--- config.mk ---
export PLATFORM = sky130hd
export DESIGN_NAME = cache_mem_arbiter
export DESIGN_NICKNAME = d
export VERILOG_FILES = /design/src/rtl/cache_arb_pkg.sv /design/src/rtl/rr_arbiter2.sv /design/src/rtl/cache_mem_arbiter.sv
export SDC_FILE = /design/constraint.sdc
export NUM_CORES = 1
export LEC_CHECK = 0
export CAP_MARGIN = 20
export CORE_AREA = 4 4 565 567
export DETAILED_ROUTE_END_ITERATION = 8
export DIE_AREA = 0 0 569 571
export PLACE_DENSITY_LB_ADDON = 0.12
export SYNTH_ARGS = -nofsm -noshare
export SYNTH_HDL_FRONTEND = slang
export SYNTH_SLANG_ARGS = --single-unit
--- constraint.sdc ---
create_clock -name clk -period 2.5 [get_ports clk]
set_clock_uncertainty 0.15 [all_clocks]
set_input_delay 0.25 -clock clk [delete_from_list [all_inputs] [get_ports clk]]
set_output_delay 0.25 -clock clk [all_outputs]
set_load 0.05 [all_outputs]
--- src/rtl/cache_arb_pkg.sv ---
// Shared types and sizes for the L1-to-bridge memory port arbiter.
// Line addresses are byte addresses with the offset bits cleared.
package cache_arb_pkg;

  localparam int ADDR_W = 32;
  localparam int LINE_W = 256;
  localparam int OFF_W  = 5;

  typedef enum logic [2:0] {
    IDLE,
    RD_ADDR,
    RD_DATA,
    WR_ADDR,
    WR_RESP
  } arb_state_t;

  typedef enum logic {
    OWN_ICACHE,
    OWN_DCACHE
  } arb_owner_t;

  function automatic logic [ADDR_W-1:0] line_align(input logic [ADDR_W-1:0] addr);
    return {addr[ADDR_W-1:OFF_W], {OFF_W{1'b0}}};
  endfunction

endpackage

--- src/rtl/rr_arbiter2.sv ---
// Two-way round-robin arbiter. The tie-break pointer moves only when the
// caller reports that the grant was actually taken.
module rr_arbiter2 (
  input  logic       clk,
  input  logic       rst_n,
  input  logic [1:0] req,
  input  logic       update,
  output logic [1:0] gnt
);

  // prio_reg=1 lets index 1 (dcache) win the next tie
  logic prio_reg;

  always_comb begin
    gnt = req;
    if (&req) begin
      gnt = prio_reg ? 2'b10 : 2'b01;
    end
  end

  always_ff @(posedge clk or negedge rst_n) begin
    if (!rst_n) begin
      prio_reg <= 1'b1;
    end else if (update && (|gnt)) begin
      prio_reg <= gnt[0];
    end
  end

endmodule

--- src/rtl/cache_mem_arbiter.sv ---
// Serialises icache refills, dcache refills and dcache victim writebacks onto
// one line-granular memory port; writebacks first, reads round-robin.
module cache_mem_arbiter
  import cache_arb_pkg::*;
(
  input  logic              clk,
  input  logic              rst_n,
  input  logic              icache_rd_req,
  input  logic [ADDR_W-1:0] icache_rd_addr,
  output logic              icache_rd_addr_ok,
  output logic              icache_rd_valid,
  output logic [LINE_W-1:0] icache_rd_data,
  input  logic              dcache_rd_req,
  input  logic [ADDR_W-1:0] dcache_rd_addr,
  output logic              dcache_rd_addr_ok,
  output logic              dcache_rd_valid,
  output logic [LINE_W-1:0] dcache_rd_data,
  input  logic              dcache_wr_req,
  input  logic [ADDR_W-1:0] dcache_wr_addr,
  input  logic [LINE_W-1:0] dcache_wr_data,
  output logic              dcache_wr_addr_ok,
  output logic              dcache_wr_done,
  output logic              mem_rd_req,
  output logic [ADDR_W-1:0] mem_rd_addr,
  input  logic              mem_rd_addr_ok,
  input  logic              mem_return_en,
  input  logic [LINE_W-1:0] mem_return_data,
  output logic              mem_wr_req,
  output logic [ADDR_W-1:0] mem_wr_addr,
  output logic [LINE_W-1:0] mem_wr_data,
  input  logic              mem_wr_addr_ok,
  input  logic              mem_wr_done
);

  arb_state_t        state_reg, state_next;
  arb_owner_t        owner_reg, latch_owner;
  logic [ADDR_W-1:0] addr_reg;
  logic [LINE_W-1:0] wdata_reg;
  logic [LINE_W-1:0] rd_data_reg [2];
  logic [1:0]        rd_valid_reg;
  logic              wr_done_reg;

  logic [1:0]        rd_req_vec, rd_gnt;
  logic              rr_update, latch_en, latch_wr, rd_accept, wr_complete;
  logic [1:0]        ret_hit;

  assign rd_req_vec = {dcache_rd_req, icache_rd_req};

  rr_arbiter2 u_rr (
    .clk    (clk),
    .rst_n  (rst_n),
    .req    (rd_req_vec),
    .update (rr_update),
    .gnt    (rd_gnt)
  );

  always_ff @(posedge clk or negedge rst_n) begin
    if (!rst_n) begin
      state_reg <= IDLE;
    end else begin
      state_reg <= state_next;
    end
  end

  always_comb begin
    state_next        = state_reg;
    icache_rd_addr_ok = 1'b0;
    dcache_rd_addr_ok = 1'b0;
    dcache_wr_addr_ok = 1'b0;
    rr_update         = 1'b0;
    latch_en          = 1'b0;
    latch_wr          = 1'b0;
    latch_owner       = OWN_ICACHE;
    mem_rd_req        = 1'b0;
    mem_wr_req        = 1'b0;
    rd_accept         = 1'b0;
    wr_complete       = 1'b0;
    case (state_reg)
      IDLE: begin
        // no grant may be acknowledged while reset holds the datapath
        if (rst_n) begin
          if (dcache_wr_req) begin
            dcache_wr_addr_ok = 1'b1;
            latch_en          = 1'b1;
            latch_wr          = 1'b1;
            latch_owner       = OWN_DCACHE;
            state_next        = WR_ADDR;
          end else if (|rd_req_vec) begin
            rr_update         = 1'b1;
            latch_en          = 1'b1;
            latch_owner       = rd_gnt[1] ? OWN_DCACHE : OWN_ICACHE;
            icache_rd_addr_ok = rd_gnt[0];
            dcache_rd_addr_ok = rd_gnt[1];
            state_next        = RD_ADDR;
          end
        end
      end
      RD_ADDR: begin
        mem_rd_req = 1'b1;
        if (mem_rd_addr_ok) begin
          if (mem_return_en) begin
            rd_accept  = 1'b1;
            state_next = IDLE;
          end else begin
            state_next = RD_DATA;
          end
        end
      end
      RD_DATA: begin
        if (mem_return_en) begin
          rd_accept  = 1'b1;
          state_next = IDLE;
        end
      end
      WR_ADDR: begin
        mem_wr_req = 1'b1;
        if (mem_wr_addr_ok) begin
          state_next = WR_RESP;
        end
      end
      WR_RESP: begin
        if (mem_wr_done) begin
          wr_complete = 1'b1;
          state_next  = IDLE;
        end
      end
      default: state_next = IDLE;
    endcase
  end

  always_ff @(posedge clk or negedge rst_n) begin
    if (!rst_n) begin
      addr_reg  <= '0;
      wdata_reg <= '0;
      owner_reg <= OWN_ICACHE;
    end else if (latch_en) begin
      owner_reg <= latch_owner;
      if (latch_wr) begin
        addr_reg  <= line_align(dcache_wr_addr);
        wdata_reg <= dcache_wr_data;
      end else if (latch_owner == OWN_DCACHE) begin
        addr_reg <= line_align(dcache_rd_addr);
      end else begin
        addr_reg <= line_align(icache_rd_addr);
      end
    end
  end

  // One return channel per read requester; index matches arb_owner_t
  for (genvar gi = 0; gi < 2; gi++) begin : g_ret
    localparam arb_owner_t CH_OWNER = (gi == 0) ? OWN_ICACHE : OWN_DCACHE;
    assign ret_hit[gi] = rd_accept && (owner_reg == CH_OWNER);
  end

  always_ff @(posedge clk or negedge rst_n) begin
    if (!rst_n) begin
      rd_valid_reg <= '0;
      wr_done_reg  <= 1'b0;
      for (int i = 0; i < 2; i++) begin
        rd_data_reg[i] <= '0;
      end
    end else begin
      rd_valid_reg <= ret_hit;
      wr_done_reg  <= wr_complete;
      for (int i = 0; i < 2; i++) begin
        if (ret_hit[i]) begin
          rd_data_reg[i] <= mem_return_data;
        end
      end
    end
  end

  assign icache_rd_valid = rd_valid_reg[0];
  assign dcache_rd_valid = rd_valid_reg[1];
  assign icache_rd_data  = rd_data_reg[0];
  assign dcache_rd_data  = rd_data_reg[1];
  assign dcache_wr_done  = wr_done_reg;
  assign mem_rd_addr     = addr_reg;
  assign mem_wr_addr     = addr_reg;
  assign mem_wr_data     = wdata_reg;

endmodule
==> results_dict.tcl, run 1 <==
set metrics [dict create \
    rows 206 \
    hold_violations 0 \
    ys_types 36 \
    instances_no_fill 8198 \
    hold_depth 2 \
    grtUsageTotal 0.119 \
    crit_chain "or4b_4, buf_12, nor3_4, buf_12" \
    min_period_ps 2770 \
    syn_area_um2 31800 \
    cts_buffers 116 \
    synth_compound_area_frac 0.0270 \
    setup_violations 3 \
    max_clock_freq_mhz 361 \
    fin_nets 4548 \
    multiInputGateArea_um2 10600 \
    synthAdderAreaFrac 0 \
    rr_worst_depth 8 \
    grt_max_degree 88 \
    cts_buffer_depth 4 \
    cp.arrival_ps 2370 \
    path_class "reg2out" \
    holdWs_ps 58.8 \
    io_buffers 1431 \
    dp.cells 7447 \
    via_per_inst 3.04 \
    synth_top_family_by_area "multiplexers" \
    die_area_um2 325000 \
    die_h_um 571 \
    crit_top_cell "buf_12" \
    fin_ws_ps -267 \
    max_slew_margin 0.497 \
    synth_top_area_cell "dfrtp_1" \
    start_util 0.101 \
    area_growth_pct 88.5 \
    drc 0 \
    synth_edf_count 0 \
    worst_slew_pin_slew_ps 757 \
    vias 24900 \
    cp_top_family "simple AND/OR/NAND/NOR gates" \
    status "finished with violations" \
    layout_common_cells "802 x dfrtp_1, 783 x clkdlybuf4s50_1, 564 x dlygate4sd2_1, 538 x mux2_2, 513 x dlygate4sd3_1" \
    die_w_um 569 \
    cts_tree "done" \
    p_per_area_nw_per_um2 1550 \
    cap_violations 0 \
    drtIter0Drc 878 \
    syn_area_per_cell_um2 16.9 \
    worst_path_max_delay_cell "or4b_4" \
    synth.yosys.seq_area_share 0.633 \
    antenna_found_initial 88 \
    synth-seq-cells 803 \
    h-tree-depth 3 \
    wl_um 201000 \
    clk_pin_slew_ps 60 \
    insertion_delay_ps 760 \
    hpwl_um 164000 \
    clock_sinks 803 \
    place_congestion 0.780 \
    crit_fanout 4 \
    timing.critical_path.buf_inv 2 \
    layout-drive-gt1-share 0.279 \
    finalCritPeriodShare 1.11 \
    holdCritPathClass "in2reg" \
    worst-path-stages 4 \
    p_leak_nw 25.2 \
    avgRoutedWirePerCell_um 24.6 \
    rsz0062_at_grt "true" \
    ios 1457 \
    grt-ovfl-total 0 \
    cp-end-kind "output port" \
    dr.pass1.iters 4 \
    register_area_um2 20100 \
    synth_top_area_frac 0.632 \
    grt_pass1_vias 27800 \
    layout_commonest_cell "dfrtp_1" \
    synthArstFlopShare 1.00 \
    antenna_left 0 \
    nFillCells 34300 \
    required_ps 2100 \
    violations "negative setup slack" \
    finalPower_w 0.0927 \
    yosysWarnings 0 \
    synth-simple-area-share 0.00610 \
    cts-root-buf "clkbuf_16" \
    ir_worst_vdd_v 0.000812 \
    core_area_um2 314000 \
    synth_ff_type "dfrtp_1" \
    drv_slew 0 \
    max_stage_delay_ps 590 \
    synthXorXnorAreaFrac 0 \
    synthMuxAreaShare 0.297 \
    start_kind "register" \
    synth_cells 1880 \
    preCtsSetupSlack_ps -129 \
    yosys-top-cells-area "dfrtp_1 63%, mux2_2 19%, mux2_4 9.5%" \
    grt_pass1_wl_um 266000 \
]
[per-stage QoR]
stage	cell area [um2]	util	setup TNS (ps)
3_5_place_dp	51400	0.164	-30730
3_3_place_gp	51400	0.164	-44340
2_1_floorplan	31800	-	0
5_1_grt	59800	0.190	-1210
4_1_cts	59600	0.190	-2190
6_report	59900	0.191	-714
[layout make-up]
| type | instances | share of cell area |
|---|---|---|
| clock inverters | 23 | 0.00389 |
| clock buffers | 177 | 0.0563 |
| diodes | 25 | 0.00104 |
| well taps | 4160 | 0.0869 |
| flip-flops and latches | 803 | 0.336 |
| repair buffers | 2078 | 0.339 |
| multi-input cells | 928 | 0.176 |
| inverters | 4 | 0.000251 |
[Yosys cell counts, drive strengths merged, types with 5 or more instances]
cell type and n:
dfrtp 802, mux2 768, buf 121, clkbuf 33, o21ai 21, o31ai 21
a221oi 20, o32ai 20, a31oi 11, o211ai 8, a21oi 7, a32oi 7
nand2 6, nor2 6, nor2b 5
[path summary, 6_finish.rpt]
kind	startpoint	to	slack, ps
worst max-delay path	state_reg[0]$_DFFE_PN0P_	dcache_rd_addr_ok	-270
worst min register to register	mem_wr_data[207]$_DFFE_PN0P_	mem_wr_data[207]$_DFFE_PN0P_	330
max in group asynchronous	rst_n	icache_rd_data[76]$_DFFE_PN0P_	790
worst max register to register	state_reg[0]$_DFFE_PN0P_	mem_wr_data[70]$_DFFE_PN0P_	20
min in group asynchronous	rst_n	dcache_rd_data[15]$_DFFE_PN0P_	240
worst min-delay path	mem_return_data[246]	icache_rd_data[246]$_DFFE_PN0P_	60
[where the power goes]
part           internal [W]  switching (W)  total, W
sequential           0.0196        0.00411    0.0238
combinational        0.0168         0.0362    0.0529
clock               0.00942        0.00661    0.0160
[kinds of logic after synthesis]
logic type,after synthesis
AO/OA/AOI/OAI,117
other,1
buffers and inverters,158
multiplexers,769
AND/OR/NAND/NOR,32
flip-flops,803
[layer usage]
metal | vias to the layer above | track usage | wire [um]
li1 | 10900 | - | -
met1 | 12600 | 0.144 | 83700
met2 | 1106 | 0.194 | 92900
met3 | 242 | 0.0523 | 20400
met4 | 56 | 0.0246 | 4020
met5 | - | 0 | 371
[what timing repair did]
item,4_1_cts,5_1_grt
setup buffers,5,2
endpoints found under the hold margin,1124,0
hold buffers,513,0
resized for setup,600,17
pin swaps,4,3
gates cloned,2,4
setup endpoints to repair,577,116
[worst reg2reg max path: stages (launching register included)]
cell and delay (ps):
dfrtp_1 400, or4b_4 590, buf_12 160, nor2_8 100, buf_12 160, buf_12 170
buf_12 200, buf_16 190, mux2_4 320
Power figures use the tool's default switching activity.
==> run 2, diff against run 1 <==
CORE_AREA = 4 4 562 564   (was 4 4 565 567)
DIE_AREA = 0 0 566 568   (was 0 0 569 571)
clock period = 3.6 ns   (was 2.5 ns; I/O delays follow)
==> run 2 against run 1 <==
Against the previous run:
- the flow now finishes without violations
- critical path depth unchanged
- worst setup slack improved by 480 ps
- clock-buffer cell count increased by 3
- highest routed layer unchanged
- power decreased by 28%
- die area decreased by 1.0%
- critical path type unchanged
- non-clock buffer count decreased by 138
==> results_dict.tcl, run 2 (synthesized netlist as in run 1, its figures left out) <==
set metrics [dict create \
    p_leak_nw 23.3 \
    avgRoutedWirePerCell_um 23.9 \
    cp.arrival_ps 2870 \
    crit_end "dcache_rd_addr_ok" \
    worstHoldStart "mem_return_data[229]" \
    fin_util 0.190 \
    cts_setup_buffers 0 \
    cts_buffer_depth 4 \
    fin_nets 4411 \
    insertion_delay_ps 790 \
    path_class "reg2out" \
    clock_sinks 803 \
    place_area_um2 50900 \
    grt_max_degree 155 \
    timing.rr.start "state_reg[1]$_DFFE_PN0P_" \
    drtIter0Drc 842 \
    place_congestion 0.760 \
    die_h_um 568 \
    via_per_inst 3.00 \
    die_w_um 566 \
    grt-ovfl-total 0 \
    layout-drive-gt1-share 0.252 \
    rows 205 \
    rsz0062_at_grt "false" \
    layout_commonest_cell "clkdlybuf4s50_1" \
    worst_slew_pin_slew_ps 1040 \
    r2r_setup_slack_ps 980 \
    die_area_um2 321000 \
    antenna_found_initial 71 \
    preCtsSetupSlack_ps 638 \
    core_area_um2 311000 \
    grt_pass1_wl_um 257000 \
    p_per_area_nw_per_um2 1120 \
    cap_violations 0 \
    hold_depth 2 \
    min_period_ps 3380 \
    finalCritPeriodShare 0.940 \
    max_clock_freq_mhz 295 \
    area_growth_pct 86.3 \
    io_buffers 1431 \
    nFillCells 33800 \
    grt_pass1_vias 27000 \
    rr_worst_depth 5 \
    drv_slew 0 \
    cts-root-buf "clkbuf_16" \
    status "finished clean" \
    antenna_left 0 \
    wl_um 192000 \
    holdCritPathClass "in2reg" \
    required_ps 3090 \
    cts-resized-gates 0 \
    max_slew_margin 0.302 \
    setup_violations 0 \
    cp-end-kind "output port" \
    crit_fanout 23 \
    tns_ps 0 \
    hold_violations 0 \
    start_kind "register" \
    crit_start "state_reg[1]$_DFFE_PN0P_" \
    ir_worst_vdd_v 0.000554 \
    clk_pin_slew_ps 60 \
    hpwl_um 152000 \
    ios 1457 \
    fin_ws_ps 215 \
    drc 0 \
    cts_tree "done" \
    start_util 0.102 \
    cts_buffers 117 \
    dr.pass1.iters 4 \
    grtUsageTotal 0.116 \
    cts_hold_buf 451 \
    layout_common_cells "1,426 x clkdlybuf4s50_1, 802 x dfrtp_1, 539 x mux2_2, 451 x dlygate4sd3_1, 200 x mux2_4" \
    reg2reg_to "mem_wr_data[121]$_DFFE_PN0P_" \
    final_area_um2 59200 \
    h-tree-depth 3 \
    vias 24100 \
]
run 2: cell type report:
| type | instances | area [um2] | area share |
|---|---|---|---|
| diodes | 21 | 52.6 | 0.000888 |
| multi-input cells | 928 | 10500 | 0.178 |
| repair buffers | 1940 | 19600 | 0.332 |
| clock inverters | 27 | 278 | 0.00469 |
| well taps | 4140 | 5180 | 0.0875 |
| flip-flops and latches | 803 | 20100 | 0.340 |
| clock buffers | 180 | 3400 | 0.0575 |
| inverters | 4 | 15.0 | 0.000254 |
run 2: how the worst min path moves through the flow:
stage                                      end  slack, ps
2_1_floorplan    dcache_rd_data[0]$_DFFE_PN0P_        -90
3_3_place_gp   icache_rd_data[138]$_DFFE_PN0P_         70
3_5_place_dp   icache_rd_data[138]$_DFFE_PN0P_         70
4_1_cts         icache_rd_data[57]$_DFFE_PN0P_        0.4
5_1_grt            mem_rd_addr[30]$_DFFE_PN0P_         20
6_report       icache_rd_data[229]$_DFFE_PN0P_        100
run 2: report_power, final:
group / total, W / leakage [nW] / internal (W) / switching, W
combinational: 0.0387 / 11.9 / 0.0136 / 0.0252
clock: 0.0114 / 1.81 / 0.00667 / 0.00473
sequential: 0.0164 / 9.59 / 0.0136 / 0.00271
total: 0.0665 / 23.3 / 0.0339 / 0.0326
run 2: routing by layer:
layer / up-vias / routed length [um] / global-route usage
met5: - / 261 / 0
met4: 42 / 3360 / 0.0220
met3: 226 / 18500 / 0.0513
met2: 1062 / 91600 / 0.195
met1: 12200 / 78200 / 0.136
li1: 10600 / - / -
run 2: through the flow:
step,hold slack [ps],power [W],instances
after floorplan,-85.6,0.0395,1889
after global placement,69.1,0.0555,7364
after detailed placement,73.6,0.0554,7364
after CTS,0.426,0.0680,8022
after global routing,24.9,0.0694,8035
final,97.3,0.0665,8043
run 2: critical path, cell delays in order, from the launching register on:
cell,delay (ps)
dfrtp_1,480
or4b_1,700
buf_4,310
nor3_1,380
buf_12,190
==> run 3, diff against run 2 <==
RECOVER_POWER = 100   (was default)
==> run 3 against run 2 <==
Against the previous run:
- worst setup slack got worse by 18 ps
- fmax down 0.52%
- design area fell by 1.7%
- first-iteration DRC count decreased by 9.1%
- worst hold slack worse by 0.59 ps
- critical path depth rose by 2
- the flow now finishes with violations (max-capacitance violations, max-slew violations)
- power is 4.7% lower
- die area unchanged
==> results_dict.tcl, run 3 (synthesized netlist as in run 1, its figures left out) <==
set metrics [dict create \
    power.share.switching 0.508 \
    cts_tree "done" \
    p_per_area_nw_per_um2 1090 \
    layout_common_cells "1,278 x dlygate4sd3_1, 802 x dfrtp_1, 599 x clkdlybuf4s50_1, 539 x mux2_2, 213 x mux2_1" \
    worst_path_max_delay_cell "or4b_1" \
    grt_max_degree 155 \
    avgRoutedWirePerCell_um 23.8 \
    cp_top_family "buffers and inverters" \
    p_switching_w 0.0322 \
    instances_no_fill 8045 \
    violations "max-capacitance violations, max-slew violations" \
    die_h_um 568 \
    holdCritPathClass "in2reg" \
    grt_pass1_wl_um 257000 \
    dp.cells 7364 \
    layout_commonest_cell "dlygate4sd3_1" \
    required_ps 3090 \
    area_growth_pct 83.2 \
    ios 1457 \
    hpwl_um 152000 \
    clock_sinks 803 \
    rsz0062_at_grt "false" \
    crit_fanout 23 \
    fin_ws_ps 198 \
    drc 0 \
    insertion_delay_ps 790 \
    start_util 0.102 \
    io_buffers 1431 \
    path_class "in2out" \
    antenna_left 0 \
    crit_chain "dlygate4sd3_1, clkbuf_1, or4b_1, buf_4, nor3_1, buf_12" \
    antenna_found_initial 77 \
    max_clock_freq_mhz 294 \
    p_int_w 0.0312 \
    via_per_inst 3.01 \
    cp-end-kind "output port" \
    cts_setup_buffers 0 \
    power_frac_comb 0.567 \
    setup_violations 0 \
    holdWs_ps 96.7 \
    cap_violations 1 \
    worstHoldStart "dcache_wr_data[90]" \
    h-tree-depth 3 \
    rows 205 \
    seq_power_share 0.253 \
    finalPower_w 0.0634 \
    cts_hold_buf 451 \
    start_kind "input pin" \
    core_area_um2 311000 \
    hold_violations 0 \
    cts_buffers 117 \
    max_stage_delay_ps 630 \
    wl_um 191000 \
    crit_start "rst_n" \
    drtIter0Drc 765 \
    min_period_ps 3400 \
    place_congestion 0.760 \
    nFillCells 34000 \
    timing.critical_path.buf_inv 4 \
    preCtsSetupSlack_ps 638 \
    cp.arrival_ps 2890 \
    drv_slew 58 \
    fin_nets 4411 \
    dr.pass1.iters 4 \
    max_slew_margin -0.449 \
    die_w_um 566 \
    cts-resized-gates 0 \
    clk_pin_slew_ps 60 \
    ir_worst_vdd_v 0.000534 \
    status "finished with violations" \
    layout-drive-gt1-share 0.201 \
    grt-ovfl-total 0 \
    grt_pass1_vias 27000 \
    cts_buffer_depth 4 \
    timing.rr.start "state_reg[1]$_DFFE_PN0P_" \
    die_area_um2 321000 \
    grtUsageTotal 0.116 \
    clockPowerShare 0.180 \
    p_leak_nw 23.2 \
    cts-root-buf "clkbuf_16" \
    tns_ps 0 \
    vias 24200 \
    finalCritPeriodShare 0.945 \
    worst_slew_pin_slew_ps 2170 \
]
[run 3: final cells by class]
class | count | area (um2) | area share
Clock inverter | 27 | 278 | 0.00477
Tap cell | 4140 | 5180 | 0.0890
Sequential cell | 803 | 20100 | 0.345
Timing Repair Buffer | 1940 | 19300 | 0.332
Clock buffer | 180 | 3400 | 0.0585
Multi-Input combinational cell | 928 | 9830 | 0.169
Antenna cell | 23 | 57.6 | 0.000989
Inverter | 4 | 15.0 | 0.000258
[run 3: layer usage]
layer  routed length, um  track usage  vias to the layer above
met2               91800        0.195                     1064
met1               77200        0.136                    12200
met5                 262            0                        -
met4                3480       0.0220                       42
met3               18600       0.0513                      227
li1                    -            -                    10600
[run 3: worst paths after layout]
kind | to | slack, ps | depth (start not counted)
max | dcache_rd_addr_ok | 200 | 6
min | mem_wr_data[90]$_DFFE_PN0P_ | 100 | 2
max reg2reg | icache_rd_data[232]$_DFFE_PN0P_ | 250 | 4
min reg2reg | mem_wr_data[208]$_DFFE_PN0P_ | 320 | 1
max in group asynchronous | dcache_rd_data[108]$_DFFE_PN0P_ | 360 | 6
min in group asynchronous | mem_rd_addr[25]$_DFFE_PN0P_ | 1020 | 4
[run 3: power groups by stage]
stage               clock [W]  sequential [W]  combinational, W
finish                 0.0114          0.0160            0.0359
global route           0.0124          0.0167            0.0373
CTS                    0.0121          0.0164            0.0396
detailed placement          0          0.0165            0.0389
global placement            0          0.0164            0.0391
floorplan                   0          0.0320           0.00754
[run 3: per-stage QoR]
| stage | utilization | cell area [um2] |
|---|---|---|
| final | 0.187 | 58200 |
| after CTS | 0.190 | 59100 |
| after global placement | 0.164 | 50900 |
| after floorplan | - | 31800 |
| after detailed placement | 0.164 | 50900 |
| after global routing | 0.187 | 58200 |
[run 3: worst register-to-register path: cells and delay by family (launching register included)]
| family | cells | cell delay (ps) |
|---|---|---|
| compound gates | 1 | 170 |
| flops | 1 | 480 |
| mux | 1 | 740 |
| buf+inv | 1 | 1370 |
| simple gates | 1 | 300 |
